==> src/rtl/sim_uart_frame_peer_if.sv <==
// UART frame peer bundle: serial pins plus the parallel TX/RX frame handshakes.
// Latency: none, wiring only.
// Backpressure: tx_vld/tx_rdy for frames to send; rx_rdy/rx_ack for frames received.
// Ports: master = environment side (drives uart_rx, tx_data, tx_vld, rx_ack, rx_err_clr);
//        slave  = peer side (drives uart_tx, tx_rdy, rx_data, rx_rdy, rx_err).
interface sim_uart_frame_peer_if #(
  parameter int TX_BYTES = 11,
  parameter int RX_BYTES = 11
);
  logic                  uart_rx;
  logic                  uart_tx;
  logic [TX_BYTES*8-1:0] tx_data;
  logic                  tx_vld;
  logic                  tx_rdy;
  logic [RX_BYTES*8-1:0] rx_data;
  logic                  rx_rdy;
  logic                  rx_ack;
  logic [3:0]            rx_err;
  logic                  rx_err_clr;

  modport master (
    output uart_rx, tx_data, tx_vld, rx_ack, rx_err_clr,
    input  uart_tx, tx_rdy, rx_data, rx_rdy, rx_err
  );

  modport slave (
    input  uart_rx, tx_data, tx_vld, rx_ack, rx_err_clr,
    output uart_tx, tx_rdy, rx_data, rx_rdy, rx_err
  );
endinterface

==> src/rtl/sim_uart_frame_peer.sv <==
// UART frame peer: sends TX_BYTES-byte frames on uart_tx and collects RX_BYTES-byte frames from uart_rx.
// Latency: start bit begins the cycle after tx_vld is accepted; rx_rdy rises at mid-stop of the last byte.
// Backpressure: tx_vld ignored while tx_rdy=0; a received frame is held until rx_ack, and bytes arriving meanwhile flag overrun.
// Ports: clk, rst_n (async active-low); bus (slave modport) carries uart_rx/uart_tx,
//        tx_data/tx_vld/tx_rdy, rx_data/rx_rdy/rx_ack, rx_err {timeout, overrun, framing, parity}/rx_err_clr.
module sim_uart_frame_peer #(
  parameter int CLK_FRE      = 50,
  parameter int BAUD_RATE    = 9600,
  parameter int STOP_BIT     = 0,
  parameter int CHECK_BIT    = 0,
  parameter int TX_BYTES     = 11,
  parameter int RX_BYTES     = 11,
  parameter int TIMEOUT_BITS = 20
) (
  input logic                 clk,
  input logic                 rst_n,
  sim_uart_frame_peer_if.slave bus
);
  localparam int BIT_CYC  = CLK_FRE * 1000000 / BAUD_RATE;
  localparam int HALF_CYC = BIT_CYC / 2;
  localparam int TO_CYC   = TIMEOUT_BITS * BIT_CYC;
  localparam int CW       = (BIT_CYC > 1) ? $clog2(BIT_CYC) : 1;
  localparam int TW       = $clog2(TO_CYC + 1);
  localparam int TBW      = (TX_BYTES > 1) ? $clog2(TX_BYTES) : 1;
  localparam int RBW      = (RX_BYTES > 1) ? $clog2(RX_BYTES) : 1;
  localparam int RXW      = RX_BYTES * 8;
  localparam logic [CW-1:0] BIT_LAST = CW'(BIT_CYC - 1);

  // Parity bit that makes the byte odd (CHECK_BIT=1) or even (CHECK_BIT=2).
  function automatic logic parityOf(input logic [7:0] b);
    return (CHECK_BIT == 1) ? ~^b : ^b;
  endfunction

  // ---------------- transmitter ----------------
  typedef enum logic [2:0] {TX_IDLE, TX_START, TX_DATA, TX_PARITY, TX_STOP} txState_t;
  txState_t              txState;
  logic [CW-1:0]         txCnt;
  logic [2:0]            txBitIdx;
  logic                  txStopIdx;
  logic [TBW-1:0]        txByteIdx;
  logic [TX_BYTES*8-1:0] txFrame;
  logic [TX_BYTES*8-1:0] txFrameNext;
  logic [7:0]            txCur;
  logic                  txPar;
  logic                  txLine;
  logic                  txRdy;

  // Remaining bytes shift down so the next one to send is always at [7:0].
  assign txFrameNext = txFrame >> 8;

  always_ff @(posedge clk or negedge rst_n) begin
    if (!rst_n) begin
      txState   <= TX_IDLE;
      txCnt     <= '0;
      txBitIdx  <= '0;
      txStopIdx <= 1'b0;
      txByteIdx <= '0;
      txFrame   <= '0;
      txCur     <= '0;
      txPar     <= 1'b0;
      txLine    <= 1'b1;
      txRdy     <= 1'b1;
    end else if (txState == TX_IDLE) begin
      if (bus.tx_vld) begin
        txFrame   <= bus.tx_data;
        txCur     <= bus.tx_data[7:0];
        txPar     <= parityOf(bus.tx_data[7:0]);
        txByteIdx <= '0;
        txCnt     <= '0;
        txRdy     <= 1'b0;
        txLine    <= 1'b0;
        txState   <= TX_START;
      end
    end else if (txCnt != BIT_LAST) begin
      txCnt <= txCnt + 1'b1;
    end else begin
      // Bit boundary: the next line level is registered here so it appears exactly on the boundary.
      txCnt <= '0;
      case (txState)
        TX_START: begin
          txLine   <= txCur[0];
          txBitIdx <= '0;
          txState  <= TX_DATA;
        end
        TX_DATA: begin
          if (txBitIdx == 3'd7) begin
            if (CHECK_BIT != 0) begin
              txLine  <= txPar;
              txState <= TX_PARITY;
            end else begin
              txLine    <= 1'b1;
              txStopIdx <= 1'b0;
              txState   <= TX_STOP;
            end
          end else begin
            txBitIdx <= txBitIdx + 3'd1;
            txCur    <= txCur >> 1;
            txLine   <= txCur[1];
          end
        end
        TX_PARITY: begin
          txLine    <= 1'b1;
          txStopIdx <= 1'b0;
          txState   <= TX_STOP;
        end
        TX_STOP: begin
          if (STOP_BIT != 0 && !txStopIdx) begin
            txStopIdx <= 1'b1;
          end else if (txByteIdx == TBW'(TX_BYTES - 1)) begin
            txState <= TX_IDLE;
            txRdy   <= 1'b1;
          end else begin
            txByteIdx <= txByteIdx + 1'b1;
            txFrame   <= txFrameNext;
            txCur     <= txFrameNext[7:0];
            txPar     <= parityOf(txFrameNext[7:0]);
            txLine    <= 1'b0;
            txState   <= TX_START;
          end
        end
        default: txState <= TX_IDLE;
      endcase
    end
  end

  // ---------------- receiver ----------------
  typedef enum logic [2:0] {RX_IDLE, RX_START, RX_DATA, RX_PARITY, RX_STOP, RX_WAIT} rxState_t;
  rxState_t       rxState;
  logic           rxS1, rxS2, rxPrev;
  logic           fallEdge;
  logic           rxBitEnd;
  logic [CW-1:0]  rxCnt;
  logic [2:0]     rxBitIdx;
  logic [7:0]     rxShift;
  logic [RBW-1:0] rxByteCnt;
  logic [TW-1:0]  toCnt;
  logic [RXW-1:0] rxBuf;
  logic [RXW-1:0] rxBufNext;
  logic [RXW-1:0] rxData;
  logic           rxRdy;
  logic [3:0]     rxErr;
  logic           parErr, frmErr, ovrErr, toErr;

  // New bytes enter at the top, so after RX_BYTES bytes the first one sits at [7:0].
  assign rxBufNext = RXW'({rxShift, rxBuf} >> 8);

  always_comb begin
    fallEdge = rxPrev & ~rxS2;
    rxBitEnd = (rxCnt == BIT_LAST);
    parErr   = (rxState == RX_PARITY) && rxBitEnd && (rxS2 != parityOf(rxShift));
    frmErr   = (rxState == RX_STOP) && rxBitEnd && !rxS2;
    ovrErr   = (rxState == RX_WAIT) && fallEdge;
    toErr    = (rxState == RX_IDLE) && (rxByteCnt != '0) && !fallEdge && (toCnt == TW'(TO_CYC - 1));
  end

  always_ff @(posedge clk or negedge rst_n) begin
    if (!rst_n) begin
      rxS1      <= 1'b1;
      rxS2      <= 1'b1;
      rxPrev    <= 1'b1;
      rxState   <= RX_IDLE;
      rxCnt     <= '0;
      rxBitIdx  <= '0;
      rxShift   <= '0;
      rxByteCnt <= '0;
      toCnt     <= '0;
      rxBuf     <= '0;
      rxData    <= '0;
      rxRdy     <= 1'b0;
      rxErr     <= '0;
    end else begin
      rxS1   <= bus.uart_rx;
      rxS2   <= rxS1;
      rxPrev <= rxS2;
      // A fresh error in the clearing cycle survives the clear.
      rxErr  <= (bus.rx_err_clr ? 4'b0000 : rxErr) | {toErr, ovrErr, frmErr, parErr};
      case (rxState)
        RX_IDLE: begin
          if (fallEdge) begin
            rxCnt   <= '0;
            toCnt   <= '0;
            rxState <= RX_START;
          end else if (toErr) begin
            rxByteCnt <= '0;
            toCnt     <= '0;
          end else if (rxByteCnt != '0) begin
            toCnt <= toCnt + 1'b1;
          end
        end
        RX_START: begin
          // Half a bit after the edge: a high line means it was only a glitch.
          if (rxCnt == CW'(HALF_CYC)) begin
            rxCnt <= '0;
            if (rxS2) begin
              rxState <= RX_IDLE;
            end else begin
              rxBitIdx <= '0;
              rxState  <= RX_DATA;
            end
          end else begin
            rxCnt <= rxCnt + 1'b1;
          end
        end
        RX_DATA: begin
          if (rxBitEnd) begin
            rxCnt   <= '0;
            rxShift <= {rxS2, rxShift[7:1]};
            if (rxBitIdx == 3'd7) rxState <= (CHECK_BIT != 0) ? RX_PARITY : RX_STOP;
            else                  rxBitIdx <= rxBitIdx + 3'd1;
          end else begin
            rxCnt <= rxCnt + 1'b1;
          end
        end
        RX_PARITY: begin
          if (rxBitEnd) begin
            rxCnt   <= '0;
            rxState <= RX_STOP;
          end else begin
            rxCnt <= rxCnt + 1'b1;
          end
        end
        RX_STOP: begin
          if (rxBitEnd) begin
            rxCnt <= '0;
            toCnt <= '0;
            if (rxByteCnt == RBW'(RX_BYTES - 1)) begin
              rxData    <= rxBufNext;
              rxRdy     <= 1'b1;
              rxByteCnt <= '0;
              rxState   <= RX_WAIT;
            end else begin
              rxBuf     <= rxBufNext;
              rxByteCnt <= rxByteCnt + 1'b1;
              rxState   <= RX_IDLE;
            end
          end else begin
            rxCnt <= rxCnt + 1'b1;
          end
        end
        RX_WAIT: begin
          if (bus.rx_ack) begin
            rxRdy   <= 1'b0;
            rxState <= RX_IDLE;
          end
        end
        default: rxState <= RX_IDLE;
      endcase
    end
  end

  assign bus.uart_tx = txLine;
  assign bus.tx_rdy  = txRdy;
  assign bus.rx_data = rxData;
  assign bus.rx_rdy  = rxRdy;
  assign bus.rx_err  = rxErr;
endmodule

==> src/flat_wrapper.sv <==
// flat-port wrapper written by rule: the top's interface ports become plain ports
module sim_uart_frame_peer_flat 
#(
  parameter int CLK_FRE      = 50,
  parameter int BAUD_RATE    = 9600,
  parameter int STOP_BIT     = 0,
  parameter int CHECK_BIT    = 0,
  parameter int TX_BYTES     = 11,
  parameter int RX_BYTES     = 11,
  parameter int TIMEOUT_BITS = 20
)
  (clk, rst_n, bus_uart_rx, bus_tx_data, bus_tx_vld, bus_rx_ack, bus_rx_err_clr, bus_uart_tx, bus_tx_rdy, bus_rx_data, bus_rx_rdy, bus_rx_err);
  sim_uart_frame_peer_if #(.TX_BYTES(TX_BYTES), .RX_BYTES(RX_BYTES)) bus_i ();
  input logic clk;
  input logic rst_n;
  input wire logic [$bits(bus_i.uart_rx)-1:0] bus_uart_rx;
  input wire logic [$bits(bus_i.tx_data)-1:0] bus_tx_data;
  input wire logic [$bits(bus_i.tx_vld)-1:0] bus_tx_vld;
  input wire logic [$bits(bus_i.rx_ack)-1:0] bus_rx_ack;
  input wire logic [$bits(bus_i.rx_err_clr)-1:0] bus_rx_err_clr;
  output wire logic [$bits(bus_i.uart_tx)-1:0] bus_uart_tx;
  output wire logic [$bits(bus_i.tx_rdy)-1:0] bus_tx_rdy;
  output wire logic [$bits(bus_i.rx_data)-1:0] bus_rx_data;
  output wire logic [$bits(bus_i.rx_rdy)-1:0] bus_rx_rdy;
  output wire logic [$bits(bus_i.rx_err)-1:0] bus_rx_err;
  assign bus_i.uart_rx = bus_uart_rx;
  assign bus_i.tx_data = bus_tx_data;
  assign bus_i.tx_vld = bus_tx_vld;
  assign bus_i.rx_ack = bus_rx_ack;
  assign bus_i.rx_err_clr = bus_rx_err_clr;
  assign bus_uart_tx = bus_i.uart_tx;
  assign bus_tx_rdy = bus_i.tx_rdy;
  assign bus_rx_data = bus_i.rx_data;
  assign bus_rx_rdy = bus_i.rx_rdy;
  assign bus_rx_err = bus_i.rx_err;
  sim_uart_frame_peer #(.CLK_FRE(CLK_FRE), .BAUD_RATE(BAUD_RATE), .STOP_BIT(STOP_BIT), .CHECK_BIT(CHECK_BIT), .TX_BYTES(TX_BYTES), .RX_BYTES(RX_BYTES), .TIMEOUT_BITS(TIMEOUT_BITS)) u_core (.clk(clk), .rst_n(rst_n), .bus(bus_i));
endmodule
==> config.mk <==
export PLATFORM = sky130hd
export DESIGN_NAME = sim_uart_frame_peer_flat
export DESIGN_NICKNAME = d
export VERILOG_FILES = /design/src/rtl/sim_uart_frame_peer_if.sv /design/src/rtl/sim_uart_frame_peer.sv /design/src/flat_wrapper.sv
export SDC_FILE = /design/constraint.sdc
export NUM_CORES = 1
export LEC_CHECK = 0
export BUFFER_PORTS_ARGS = -buffer_cell sky130_fd_sc_hd__buf_4
export CORE_MARGIN = 2
export CORE_UTILIZATION = 30
export DETAILED_ROUTE_END_ITERATION = 7
export HOLD_SLACK_MARGIN = 0.08
export PLACE_DENSITY_LB_ADDON = 0.1
export SYNTH_ARGS = -nofsm -noshare
export SYNTH_HDL_FRONTEND = slang
export SYNTH_SLANG_ARGS = --single-unit
==> constraint.sdc <==
create_clock -name clk -period 3.5 [get_ports clk]
set_input_delay 0.175 -clock clk [delete_from_list [all_inputs] [get_ports clk]]
set_output_delay 0.175 -clock clk [all_outputs]
set_load 0.01 [all_outputs]
==> results.yml, run 1 <==
run_status:
  status: "finished clean"
job:
  cap_violations: 0
detailed_routing:
  drc: 0
  drtPass1Iterations: 4
  routedWlPerCell_um: 16.8
  dr.first_iter.drc_count: 477
  detail_route.vias_per_cell: 4.71
  routed_wl_mm: 36.3
  vias: 10100
  ant_nets: 0
clock_network:
  insertion_delay_ps: 570
  clk_pin_slew_ps: 60
  cts.sinks: 337
  cts_tree: "yes"
  postCtsSetupRepairBufs: 0
  clockBufferDepth: 3
  htreeDepth: 2
  cts-root-buf: "clkbuf_16"
  cts_made_buffers: 42
critical_path:
  arrival_ps: 3190
  r2r_end: "u_core.bus.rx_data[87]"
  worst_r2r_path_depth: 5
  timing.rr.start: "u_core.rxState[2]"
  required_ps: 3950
  crit_fanout: 13
  critPathKind: "reg -> reg"
  end_kind: "register"
  start_kind: "register"
  worst-r2r-setup-slack_ps: 770
cells_and_area:
  layout-drive-gt1-share_pct: 31.4
  nets: 1609
  final_common_cell: "dfrtp_1"
  antenna_cells: 0
  utilization_pct: 39.5
  syn_to_final_growth_pct: 30.9
  mostFrequentLayoutCells: "332 x dfrtp_1, 203 x buf_4, 176 x mux2_2"
placed_design:
  hpwlAfterDp_mm: 24.1
  io_buffers: 188
  place_congestion: 0.729
sta:
  setup_viol_count_final: 0
  slew-limit-headroom_pct: 32.2
  report.final.slew_viol_count: 0
  worstMarginPinSlew_ps: 1020
  clock.fmax_mhz: 366
  fin_skew_ps: 21.0
  rsz0062_at_grt: "no"
  final.setup.tns_ps: 0
  hold_viol: 0
  fin_crit_ps: 2730
  finalCritPeriodShare_pct: 78.1
synth:
  async_flop_share_pct: 100
  syn_area_per_cell_um2: 12.1
  synthDistinctLibCells: 64
  syn_area_um2: 14700
  synth_seq_area_share_pct: 57.4
  synth_ff_type: "dfrtp_1"
  ys_ff_latch: 337
  synth_cells: 1219
  ys.warnings.count: 0
  synth_nets: 1326
  synth-edff-count: 0
floorplan:
  ios: 189
  die_h_um: 225
  initial_core_util_pct: 30.2
  rows: 81
  design.core.area_um2: 48600
  dieArea_um2: 50800
  die_w_um: 225
worst_hold_path:
  hold_depth: 5
  worstHoldStart: "bus_tx_data[4]"
  min_path_type: "in -> reg"
  hold-path-endpoint: "u_core.txCur[4]"
pwr:
  p_leak_nw: 8.86
  power_density_nw_per_um2: 462
  vdd_drop_max_mv: 0.286
global_routing:
  grt_antenna_before_repair: 0
  grt_pass1_wl_mm: 58.4
  grt_pass1_vias: 10600
  grt_max_degree: 153
  grtUsageTotal_pct: 14.4
  grt_overflow: 0
## stage by stage
| step | std cells | power [mW] | setup slack (ps) | hold WS [ps] | instance area, um^2 |
|---|---|---|---|---|---|
| final | 2155 | 8.88 | 766 | 103 | 19200 |
| after global routing | 2155 | 9.28 | 565 | 146 | 19200 |
| after CTS | 2155 | 9.05 | 722 | 84.8 | 19200 |
| after detailed placement | 1993 | 4.54 | 743 | 294 | 17000 |
| after global placement | 1993 | 4.54 | 803 | 285 | 17000 |
| after floorplan | 1219 | 4.27 | 1300 | -121 | 14700 |
## cells by family (layout without fill, tap and decap cells)
kind of cell	count (synthesis)	count (layout)	synth area share, %
xor gates and xnor gates	19	19	1.13
adders and majority gates	13	13	1.11
muxes	257	257	19.0
DFF	337	337	57.4
AOI/OAI and AO/OA	218	218	8.63
buffers and inverters	78	392	2.34
and+or+nand+nor	297	297	10.4
## how the worst max path moves through the flow
stage / startpoint / end / cells past startpoint
after CTS: u_core.rxState[2] / u_core.bus.rx_data[83] / 5
after detailed placement: u_core.rxState[2] / u_core.bus.rx_data[83] / 5
after floorplan: u_core.rxCnt[0] / u_core.bus.rx_data[67] / 7
after global routing: u_core.rxState[2] / u_core.bus.rx_data[80] / 5
final: u_core.rxState[2] / u_core.bus.rx_data[87] / 5
after global placement: u_core.rxState[2] / u_core.bus.rx_data[80] / 5
## cell usage after synthesis (11+ instances only)
cell	number	share of area [%]
a22o_1	11	0.66
nand3_1	23	0.78
nor2_1	42	1.1
mux2i_1	81	5.5
dfrtp_1	332	57
a31oi_1	22	0.94
a21oi_1	21	0.72
nand4_1	11	0.47
buf_2	29	0.99
ha_1	13	1.1
o21ai_0	129	4.4
mux2_2	176	13
nand2_1	137	3.5
inv_1	14	0.36
clkbuf_1	29	0.74
## where the power goes
part | internal [mW] | switching (mW)
Clock | 2.61 | 1.72
Sequential | 3.93 | 0.0499
Combinational | 0.238 | 0.327
Total | 6.78 | 2.10
## worst max-delay path: stages (launching register included)
cell and delay (ps):
dfrtp_1 560, nor3b_2 390, nand4_2 330, nor3_4 670, buf_4 320, mux2_2 350
## state kept, by name, indices dropped and copies added, names as in the netlist, 3 cells and up
signal / cells
u_core.rxBuf: 80
u_core.txByteIdx: 4
u_core.txCnt: 13
u_core.txFrame: 80
u_core.rxBitIdx: 3
u_core.txState: 3
u_core.rxCnt: 13
u_core.rxShift: 8
u_core.bus.rx_err: 4
u_core.txCur: 8
u_core.txBitIdx: 3
u_core.rxState: 3
u_core.rxByteCnt: 4
u_core.toCnt: 17
u_core.bus.rx_data: 88
## cell type report
cell class | count | area (um^2)
Multi-Input combinational cell | 804 | 5940
Clock buffer | 64 | 1240
Sequential cell | 337 | 8440
Tap cell | 622 | 778
Fill cell | 4742 | 29400
Timing Repair Buffer | 303 | 2650
Clock inverter | 11 | 135
Inverter | 14 | 52.6
## timing repair
action                     in CTS  in global routing
hold buffers                   87                  0
setup endpoints to repair       0                  0
hold endpoints to repair      193                  0
resized for setup               0                  0
## routing by layer
layer	vias up	GRT usage [%]	routed length [um]	share of wire, %
met1	4983	19.2	16900	47
met5	-	0	0	0
met2	177	22.7	16500	45
met4	0	4.72	759	2.1
li1	4937	-	-	-
met3	50	3.78	2070	5.7
No activity file was read; power rests on OpenSTA's default activity.
==> inputs of run 2 (changes only) <==
==> constraint.sdc (replaced) <==
create_clock -name clk -period 2.8 [get_ports clk]
set_input_delay 0.14 -clock clk [delete_from_list [all_inputs] [get_ports clk]]
set_output_delay 0.14 -clock clk [all_outputs]
set_load 0.01 [all_outputs]
==> run 2 against run 1 <==
Compared with the run above: total power up 23%; die area unchanged; hold slack worse by 10 ps; register-to-register slack worse by 460 ps; final cell count up 0.37%; combinational power up 29%; non-clock buffer count up 10; clock power up 21%; sequential cell count unchanged; largest cell class unchanged.
==> results.yml, run 2 (same netlist as run 1, synthesis figures left out) <==
sta:
  worstMarginPinSlew_ps: 930
  clock.fmax_mhz: 401
  final.setup.tns_ps: 0
  setup_viol_count_final: 0
  fin_ws_ps: 306
  report.final.slew_viol_count: 0
  fin_crit_ps: 2490
  slew-limit-headroom_pct: 37.8
  fin_skew_ps: 14.6
  rsz0062_at_grt: "no"
  finalCritPeriodShare_pct: 89.1
  hold_viol: 0
pwr:
  p_int_mw: 8.34
  pwr-share-clk_pct: 47.8
  seqPwrFrac_pct: 45.5
  power_density_nw_per_um2: 568
  p_sw_mw: 2.58
  vdd_drop_max_mv: 0.486
  p_leak_nw: 8.89
  p_comb_share_pct: 6.7
  swShare_pct: 23.6
clock_network:
  cts_made_buffers: 42
  insertion_delay_ps: 550
  htreeDepth: 2
  cts_tree: "yes"
  clk_pin_slew_ps: 60
  post_cts_resized: 0
  cts_hold_buf: 90
  clockBufferDepth: 3
  cts.sinks: 337
  postCtsSetupRepairBufs: 0
  cts-root-buf: "clkbuf_16"
critical_path:
  arrival_ps: 2870
  slowest_delay_ps: 690
  crit_start: "u_core.txCnt[5]"
  end_kind: "register"
  timing.rr.start: "u_core.txCnt[5]"
  required_ps: 3180
  critPathSlowestCell: "or4b_1"
  critPathKind: "reg -> reg"
  start_kind: "register"
  crit_chain: "or4b_1 > nor4_1 > o211ai_1 > nand2_1 > o21ai_0"
  r2r_end: "u_core.txCur[3]"
  worst_r2r_path_depth: 5
  worst-r2r-setup-slack_ps: 310
  crit_fanout: 15
detailed_routing:
  ant_nets: 0
  vias: 10200
  routedWlPerCell_um: 16.9
  detail_route.vias_per_cell: 4.72
  drc: 0
  dr.first_iter.drc_count: 661
  drtPass1Iterations: 4
  routed_wl_mm: 36.5
floorplan:
  die_w_um: 225
  dieArea_um2: 50800
  die_h_um: 225
  design.core.area_um2: 48600
  ios: 189
  initial_core_util_pct: 30.2
  rows: 81
run_status:
  status: "finished clean"
job:
  cap_violations: 0
worst_hold_path:
  min_path_type: "in -> reg"
  worstHoldStart: "bus_tx_data[0]"
  hold_depth: 5
  hold-path-endpoint: "u_core.txCur[0]"
global_routing:
  grt_antenna_before_repair: 0
  grt_overflow: 0
  grt_max_degree: 83
  grt_pass1_wl_mm: 59.2
  grtUsageTotal_pct: 14.7
  grt_pass1_vias: 10500
placed_design:
  io_buffers: 188
  place_congestion: 0.738
  pre_cts_ws_ps: 318
  hpwlAfterDp_mm: 24.2
cells_and_area:
  layout-drive-gt1-share_pct: 31.7
  nets: 1619
  final_common_cell: "dfrtp_1"
  antenna_cells: 0
  fill_cells: 4722
  syn_to_final_growth_pct: 30.9
  largest_reg_flops: 88
  mostFrequentLayoutCells: "332 x dfrtp_1, 212 x buf_4, 176 x mux2_2"
-- run 2: changes by cell type in the layout (fill, tap and decap cells not counted) --
cell / previous run / this run
inv_6: 3 / 1
clkbuf_8: 9 / 8
inv_16: 1 / 0
buf_12: 12 / 10
clkinv_2: 4 / 9
buf_4: 203 / 212
bufinv_16: 2 / 1
clkbuf_1: 12 / 9
dlygate4sd3_1: 87 / 90
inv_8: 0 / 1
-- run 2: layer usage --
layer / up-vias / GRT usage (%) / wire length (um)
li1: 4969 / - / -
met1: 5011 / 20.4 / 17500
met2: 180 / 23.1 / 16900
met3: 50 / 2.52 / 1370
met4: 0 / 4.72 / 791
met5: - / 0 / 0
-- run 2: worst max-delay path, delay by kind of cell (launching register included) --
| kind | cells | cell delay, ps |
|---|---|---|
| and+or+nand+nor | 3 | 1360 |
| AOI/OAI and AO/OA | 2 | 530 |
| DFF | 1 | 420 |
-- run 2: worst max-delay path by stage --
| stage | to | slack [ps] |
|---|---|---|
| 4_1_cts | u_core.bus.rx_data[87] | 290 |
| 6_report | u_core.txCur[3] | 310 |
| 3_3_place_gp | u_core.bus.rx_data[80] | 320 |
| 3_5_place_dp | u_core.bus.rx_data[85] | 320 |
| 2_1_floorplan | u_core.bus.rx_data[67] | 600 |
| 5_1_grt | u_core.txCur[3] | 120 |
-- run 2: area by class of cell --
type | instances | area, um^2 | share of cell area [%]
timing repair buffer | 313 | 2710 | 14.1
inverter | 14 | 52.6 | 0.273
multi-input combinational | 804 | 5940 | 30.9
tap | 622 | 778 | 4.05
clock buffer | 60 | 1220 | 6.34
sequential | 337 | 8440 | 43.9
clock inverter | 13 | 104 | 0.540
-- run 2: through the flow --
step / instances / power, mW / util [%] / hold WS (ps) / area, um^2
floorplan: 1219 / 5.34 / - / -156 / 14700
global placement: 2000 / 5.70 / 35.0 / 115 / 17000
detailed placement: 2000 / 5.70 / 35.0 / 123 / 17000
CTS: 2163 / 11.2 / 39.5 / 84.9 / 19200
global route: 2163 / 11.4 / 39.5 / 122 / 19200
finish: 2163 / 10.9 / 39.5 / 92.8 / 19200
-- run 2: power by group through the flow --
stage               clock network [mW]  registers (mW)  logic, mW
floorplan                            0            5.03      0.308
global placement                     0            5.06      0.639
detailed placement                   0            5.06      0.642
CTS                               5.44            4.97      0.749
global route                      5.62            4.97      0.823
finish                            5.23            4.97      0.728
==> inputs of run 3 (changes only) <==
--- a/config.mk
+++ b/config.mk
@@ -10,7 +10,7 @@
 export CORE_UTILIZATION = 30
 export DETAILED_ROUTE_END_ITERATION = 7
 export HOLD_SLACK_MARGIN = 0.08
-export PLACE_DENSITY_LB_ADDON = 0.1
+export PLACE_DENSITY = 0.46
 export SYNTH_ARGS = -nofsm -noshare
 export SYNTH_HDL_FRONTEND = slang
 export SYNTH_SLANG_ARGS = --single-unit
==> run 3 against run 2 <==
Compared with the run above: total power increased by 0.21%; critical endpoint is now u_core.bus.rx_data[69]; hold slack gained 13 ps; highest routed layer unchanged; sequential power barely moved; global-route usage shrank 0.46 points; largest cell class unchanged; wire length fell by 2.3%; critical path type unchanged; critical path depth up 1; final cell count is 0.51% higher; sequential cell count is the same; utilization is 0.24 points higher.
==> results.yml, run 3 (same netlist as run 1, synthesis figures left out) <==
critical_path:
  end_kind: "register"
  crit_fanout: 32
  critPathKind: "reg -> reg"
  start_kind: "register"
  arrival_ps: 2950
  required_ps: 3240
sta:
  slew-limit-headroom_pct: 37.2
  setup_viol_count_final: 0
  final.setup.tns_ps: 0
  finalCritPeriodShare_pct: 89.5
  report.final.slew_viol_count: 0
  worstMarginPinSlew_ps: 937
  rsz0062_at_grt: "no"
  fin_ws_ps: 293
  fin_crit_ps: 2510
  hold_viol: 0
  fin_skew_ps: 20.1
  clock.fmax_mhz: 399
  holdWs_ps: 105
global_routing:
  busiest_layer: "met2"
  use_met3_pct: 4.29
  gr-usage-met1_pct: 19.1
  grt_antenna_before_repair: 0
  grt_pass1_vias: 10500
  grt_pass1_wl_mm: 58.0
  grtUsageTotal_pct: 14.2
  grt_max_degree: 123
  grt_overflow: 0
  met2_usage_pct: 22.3
detailed_routing:
  detail_route.vias_per_cell: 4.73
  vias: 10300
  routedWlPerCell_um: 16.4
  drc: 0
  dr.first_iter.drc_count: 591
  routed_wl_mm: 35.7
  ant_nets: 0
  drtPass1Iterations: 5
run_status:
  status: "finished clean"
cells_and_area:
  final_common_cell: "dfrtp_1"
  layout-drive-gt1-share_pct: 32.1
  antenna_cells: 0
  regArea_um2: 8440
  mostFrequentLayoutCells: "332 x dfrtp_1, 219 x buf_4, 176 x mux2_2"
  nets: 1627
  syn_to_final_growth_pct: 31.7
  fill_cells: 4723
  utilization_pct: 39.8
  largest_reg_flops: 88
  multi_input_area_um2: 5940
placed_design:
  io_buffers: 188
  hpwlAfterDp_mm: 23.7
  pre_cts_ws_ps: 275
  place_congestion: 0.774
clock_network:
  cts_tree: "yes"
  insertion_delay_ps: 560
  cts.sinks: 337
  cts-root-buf: "clkbuf_16"
  post_cts_resized: 0
  clk_pin_slew_ps: 60
  postCtsSetupRepairBufs: 0
  clockBufferDepth: 3
  htreeDepth: 2
  cts_made_buffers: 41
floorplan:
  initial_core_util_pct: 30.2
  rows: 81
  dieArea_um2: 50800
  die_h_um: 225
  die_w_um: 225
  ios: 189
  design.core.area_um2: 48600
pwr:
  vdd_drop_max_mv: 0.423
  p_leak_nw: 8.95
  power_density_nw_per_um2: 566
job:
  cap_violations: 0
worst_hold_path:
  min_path_type: "in -> reg"
run 3: layer usage:
layer	up-vias	part of all wire, %
li1	4994	-
met1	5060	46
met2	178	46
met3	52	6.0
met4	0	1.9
met5	-	0
run 3: path summary, 6_finish.rpt:
path,cells past startpoint,endpoint,slack (ps),startpoint
worst max-delay path,6,u_core.bus.rx_data[69],290,u_core.rxState[1]
worst min-delay path,5,u_core.txCur[2],110,bus_tx_data[2]
worst max register to register,6,u_core.bus.rx_data[69],290,u_core.rxState[1]
worst min register to register,0,u_core.rxS2,350,u_core.rxS1
max in group asynchronous,3,u_core.bus.tx_rdy,1660,rst_n
min in group asynchronous,2,u_core.txFrame[76],240,rst_n
run 3: final cells by class:
| cell class | count | area share, % |
|---|---|---|
| Clock inverter | 9 | 0.401 |
| Clock buffer | 66 | 6.62 |
| Sequential cell | 337 | 43.6 |
| Timing Repair Buffer | 322 | 14.4 |
| Inverter | 14 | 0.271 |
| Multi-Input combinational cell | 804 | 30.7 |
| Tap cell | 622 | 4.02 |
run 3: metrics by stage:
stage	instance area (um^2)	cells	total power, mW
floorplan	14700	1219	5.34
global placement	17100	2008	5.69
detailed placement	17100	2008	5.69
CTS	19400	2174	11.2
global route	19400	2174	11.5
finish	19400	2174	10.9
run 3: timing repair:
| item | CTS | global route |
|---|---|---|
| hold buffers | 91 | 0 |
| endpoints found under the hold margin | 169 | 0 |
| endpoints found under the setup margin | 0 | 0 |
run 3: report_power, final:
part           total (mW)  leakage, nW  switching [mW]  internal (mW)
clock                5.25        0.674            2.11           3.14
sequential           4.97         4.65          0.0580           4.91
combinational       0.728         3.63           0.414          0.315
run 3: worst max-delay path, stage by stage, from the launching register on:
cell     delay (ps)
dfrtp_1         510
nor3b_2         390
nand4_2         350
nor3_4          300
buf_12          240
buf_4           230
mux2_2          350
